[config.mk]
export PLATFORM = sky130hd
export DESIGN_NAME = rr_mux16_sched
export DESIGN_NICKNAME = d
export VERILOG_FILES = /design/src/rtl/rr_mux16_sched.sv
export SDC_FILE = /design/constraint.sdc
export NUM_CORES = 1
export LEC_CHECK = 0
export ABC_AREA = 1
export CAP_MARGIN = 15
export CORE_MARGIN = 2
export CORE_UTILIZATION = 50
export DETAILED_ROUTE_END_ITERATION = 16
export PLACE_DENSITY = 0.78
export REMOVE_ABC_BUFFERS = 1
export SLEW_MARGIN = 25
export SYNTH_ARGS = -nofsm -noshare
export SYNTH_HDL_FRONTEND = slang
export SYNTH_SLANG_ARGS = --single-unit
[constraint.sdc]
create_clock -name clk -period 6.32 [get_ports clk]
set_input_delay 1.264 -clock clk [delete_from_list [all_inputs] [get_ports clk]]
set_output_delay 1.264 -clock clk [all_outputs]
set_load 0.02 [all_outputs]
[src/rtl/rr_mux16_sched.sv]
`default_nettype none
// ============================================================================
//  Module      : rr_mux16_sched
//  Description : Round-robin scheduler for a shared 16:1 mux path. Grants one
//                requester at a time, releases on done, on a dropped request
//                or after MAX_HOLD cycles, and inserts one idle turnaround
//                cycle between consecutive grants.
//  Revision    : 1.0 - initial release
// ============================================================================
module rr_mux16_sched #(
  parameter int MAX_HOLD = 8
) (
  input  logic        clk,
  input  logic        rst,
  input  logic [15:0] req,
  input  logic        done,
  output logic [3:0]  sel,
  output logic [15:0] gnt,
  output logic        busy,
  output logic        timeout
);

  // Hold counter wide enough for 0..MAX_HOLD-1, never narrower than one bit.
  localparam int c_HOLD_W = (MAX_HOLD <= 2) ? 1 : $clog2(MAX_HOLD);
  localparam logic [c_HOLD_W-1:0] c_HOLD_LAST = c_HOLD_W'(MAX_HOLD - 1);
  localparam logic [c_HOLD_W-1:0] c_HOLD_ONE  = c_HOLD_W'(1);
  localparam logic [15:0]         c_ONE_HOT0  = 16'h0001;

  typedef enum logic [0:0] {
    ST_IDLE  = 1'b0,
    ST_GRANT = 1'b1
  } state_t;

  state_t                state_q,   state_d;
  logic [3:0]            ptr_q,     ptr_d;
  logic [3:0]            sel_q,     sel_d;
  logic [15:0]           gnt_q,     gnt_d;
  logic                  busy_q,    busy_d;
  logic                  timeout_q, timeout_d;
  logic [c_HOLD_W-1:0]   hold_q,    hold_d;

  logic                  w_pick_found;
  logic [3:0]            w_pick_idx;
  logic [3:0]            w_cand;
  logic                  w_hold_limit;
  logic                  w_normal_rel;

  // Round-robin search: first set request starting at ptr, wrapping mod 16.
  always_comb begin
    w_pick_found = 1'b0;
    w_pick_idx   = 4'd0;
    w_cand       = 4'd0;
    for (int i = 0; i < 16; i++) begin
      w_cand = ptr_q + 4'(i);
      if (!w_pick_found && req[w_cand]) begin
        w_pick_found = 1'b1;
        w_pick_idx   = w_cand;
      end
    end
  end

  assign w_hold_limit = (hold_q == c_HOLD_LAST);
  // A release caused by done or by the grantee dropping its request is
  // "normal"; only a release forced purely by the hold limit pulses timeout.
  assign w_normal_rel = done | ~req[sel_q];

  // Next-state and registered-output computation for the IDLE/GRANT FSM.
  always_comb begin
    state_d   = state_q;
    ptr_d     = ptr_q;
    sel_d     = sel_q;
    gnt_d     = gnt_q;
    busy_d    = busy_q;
    timeout_d = 1'b0;
    hold_d    = hold_q;

    case (state_q)
      ST_IDLE: begin
        gnt_d  = 16'h0000;
        busy_d = 1'b0;
        if (w_pick_found) begin
          state_d = ST_GRANT;
          sel_d   = w_pick_idx;
          gnt_d   = c_ONE_HOT0 << w_pick_idx;
          busy_d  = 1'b1;
          hold_d  = '0;
        end
      end
      ST_GRANT: begin
        if (w_normal_rel || w_hold_limit) begin
          state_d   = ST_IDLE;
          gnt_d     = 16'h0000;
          busy_d    = 1'b0;
          ptr_d     = sel_q + 4'd1;
          hold_d    = '0;
          timeout_d = w_hold_limit & ~w_normal_rel;
        end else begin
          hold_d = hold_q + c_HOLD_ONE;
        end
      end
      default: begin
        state_d = ST_IDLE;
        gnt_d   = 16'h0000;
        busy_d  = 1'b0;
        hold_d  = '0;
      end
    endcase
  end

  // State and output registers with asynchronous reset to the idle state.
  always_ff @(posedge clk or posedge rst) begin
    if (rst) begin
      state_q   <= ST_IDLE;
      ptr_q     <= 4'd0;
      sel_q     <= 4'd0;
      gnt_q     <= 16'h0000;
      busy_q    <= 1'b0;
      timeout_q <= 1'b0;
      hold_q    <= '0;
    end else begin
      state_q   <= state_d;
      ptr_q     <= ptr_d;
      sel_q     <= sel_d;
      gnt_q     <= gnt_d;
      busy_q    <= busy_d;
      timeout_q <= timeout_d;
      hold_q    <= hold_d;
    end
  end

  assign sel     = sel_q;
  assign gnt     = gnt_q;
  assign busy    = busy_q;
  assign timeout = timeout_q;

endmodule
`default_nettype wire
==> impl_metrics.py <==
metrics = {
    "critical_path": {
        "critPathLaunchType": "flip-flop",
        "critPathArrivalTime_ns": 4.78,
        "critPathKind": "flip-flop to flip-flop",
        "critPathRequiredTime_ns": 6.54,
        "cp_max_fo": 25,
        "critPathCaptureType": "flip-flop",
    },
    "clocking": {
        "postCtsSetupRepairBufs": 0,
        "numCtsBuffers": 5,
        "clock-sinks": 30,
        "cts_root_buffer": "clkbuf_8",
        "cts_tree": "done",
        "htreeDepth": 2,
        "cts_hold_buf": 0,
        "clkLatencyLatePin_ns": 0.29,
        "clk_pin_slew_ns": 0.07,
        "clk_path_buf_depth": 2,
        "cts_resized": 0,
    },
    "sta": {
        "max_freq_mhz": 219,
        "min_period_ns": 4.56,
        "worstMarginPinSlew_ns": 0.831,
        "tns_ns": 0,
        "rsz0062_at_grt": "false",
        "whs_ns": 0.483,
        "max-slew-margin-rel_pct": 44.6,
        "setup_viol": 0,
        "slew_viol_final": 0,
        "fin_crit_sh_pct": 72.2,
        "finClkSkew_ns": 0.00907,
        "finalHoldViolations": 0,
    },
    "drt": {
        "drt_iter0_markers": 262,
        "num_vias": 3906,
        "drc_errors": 0,
        "ant_nets": 0,
        "wl_um": 10600,
        "routed_via_density": 5.64,
        "wl_per_cell_um": 15.3,
        "dr.pass1.iters": 5,
    },
    "floorplanning": {
        "start_util_pct": 50.9,
        "die_w_um": 86.5,
        "io_pins": 41,
        "die_h_um": 86.5,
        "coreArea_mm2": 0.00668,
        "die_area_mm2": 0.00748,
        "rows": 30,
    },
    "synth": {
        "synth_xor_xnor_area_share_pct": 3.02,
        "yosys.area_share.simple_pct": 52.7,
        "synth_area_leaders": "nand2_1, dfrtp_1, nand3_1, inv_1, nor2_1",
        "synth-compound-area-share_pct": 7.58,
        "avgSynthCellArea_um2": 5.93,
        "synth_flop_cell": "dfrtp_1",
        "yosysSeqAreaShare_pct": 22.1,
        "synth_edf_count": 0,
        "synthAdderAreaFrac_pct": 4.05,
        "ys_warn_count": 0,
        "synth_mux_area_share_pct": 0.294,
        "yosysUniqueCellTypes": 36,
        "synth-seq-cells": 30,
        "synth_area_mm2": 0.00340,
        "synthArstFlopShare_pct": 100,
        "synth_top_family_by_area": "simple AND/OR/NAND/NOR gates",
        "synth_top_cell_area_share_pct": 23.2,
        "syn_inst": 574,
        "yosysTopAreaCell": "nand2_1",
    },
    "global_routing": {
        "grt_max_degree": 31,
        "grt_util_all_layers_pct": 28.7,
        "antenna_found_initial": 0,
        "grt_pass1_vias": 3542,
        "grt_pass1_wl_um": 17000,
        "overflow": 0,
    },
    "placement": {
        "io_buffer_count": 40,
        "gp_congestion": 0.980,
        "hpwl_um": 8290,
    },
    "final_layout": {
        "area_growth_pct": 15.7,
        "drive_gt1_share_pct": 7.84,
        "final_nets": 641,
        "diodes": 0,
    },
    "job": {
        "drv_cap": 0,
    },
    "status": {
        "status": "finished clean",
    },
    "worst_hold_path": {
        "min_path_type": "flip-flop to flip-flop",
    },
}
logic make-up after synthesis:
group	Yosys count
flops	30
compound gates	43
xor+xnor	10
simple gates	397
mux	1
fa+ha+maj	11
buf+inv	82
per-layer routing:
| layer | wire length, µm | GRT usage, % | share of wire [%] | vias up |
|---|---|---|---|---|
| li1 | - | - | - | 1933 |
| met1 | 4670 | 39.3 | 44 | 1790 |
| met2 | 4960 | 47.3 | 47 | 162 |
| met3 | 703 | 4.00 | 6.7 | 21 |
| met4 | 224 | 7.95 | 2.1 | 0 |
| met5 | 0 | 0 | 0 | - |
state kept, by name (all words and copies together), names as in the netlist:
name / cells
busy: 1
ptr_q: 4
hold_q: 3
sel: 4
timeout: 1
state_q: 1
gnt: 16
cell usage in the layout, fill, tap and decap left out, types with 2 or more instances in the layout:
cell type / instances
a21oi_1: 4
nand4_1: 13
o21ai_1: 4
clkbuf_8: 6
xor2_1: 5
xor2_2: 2
a21oi_2: 2
nor2_4: 7
buf_4: 4
clkdlybuf4s50_1: 40
inv_2: 7
nand2_2: 6
inv_1: 56
nand3_2: 4
dfrtp_1: 30
clkinv_1: 4
nand2_1: 210
nor3_1: 2
o21ai_0: 23
nand4_2: 5
ha_1: 11
nor2_1: 48
xnor2_1: 3
o211ai_1: 2
nand3_1: 99
o21a_1: 2
o221ai_1: 3
area by class of cell:
class | instances | area (µm²)
fill | 664 | 2750
tap | 80 | 100
timing repair buffer | 44 | 430
sequential | 30 | 751
clock buffer | 6 | 82.6
inverter | 68 | 258
multi-input combinational | 462 | 2300
clock inverter | 2 | 12.5
path summary, 6_finish.rpt:
path / start / slack [ns] / cells after the start / end
max in group asynchronous: rst / 4.54 / 2 / timeout$_DFF_PP0_
max: ptr_q[0]$_DFFE_PP0P_ / 1.76 / 22 / gnt[11]$_DFFE_PP0P_
max reg2reg: ptr_q[0]$_DFFE_PP0P_ / 1.76 / 22 / gnt[11]$_DFFE_PP0P_
min reg2reg: gnt[12]$_DFFE_PP0P_ / 0.48 / 2 / gnt[12]$_DFFE_PP0P_
min in group asynchronous: rst / 1.38 / 2 / hold_q[0]$_DFFE_PP0P_
min: gnt[12]$_DFFE_PP0P_ / 0.48 / 2 / gnt[12]$_DFFE_PP0P_
critical path, cell delays in order (launching register included):
cell     delay (ns)
dfrtp_1        0.89
inv_4          0.21
ha_1           0.35
buf_4          0.19
inv_1          0.35
nand3_1        0.17
nand3_1        0.14
nand3_1        0.09
nand2_1        0.19
nand4_2        0.17
nor2_4         0.15
nand4_2        0.11
nor2_4         0.19
nand4_2        0.16
nor2_4         0.17
nand4_1        0.21
o21ai_1        0.17
inv_1          0.07
nand2_2        0.11
nand3_2        0.09
inv_2          0.15
nand2_1        0.08
nand2_1        0.06
through the flow:
step	std cells	utilization, %	area, µm²	worst slack, ns
after CTS	692	58.9	3940	1.86
after global placement	684	57.5	3840	1.88
after global routing	692	58.9	3940	1.33
after floorplan	560	-	3310	2.66
after detailed placement	684	57.5	3840	1.79
final	692	58.9	3940	1.76
cells in the mapped netlist, types with 4 or more instances:
cell type / number
clkbuf_1: 4
o21ai_0: 23
a21oi_1: 4
nor2_4: 7
nand3_1: 99
nand4_1: 13
dfrtp_1: 30
nand4_2: 5
clkinv_1: 4
inv_2: 6
nand2_2: 6
nand3_2: 4
o21ai_1: 4
ha_1: 11
nand2_1: 210
buf_2: 4
xor2_1: 5
nor2_1: 48
inv_1: 57
Power is left out: the tool's default activity adds up to more than one toggle a clock period on the data nets, which glitch-free logic cannot reach.
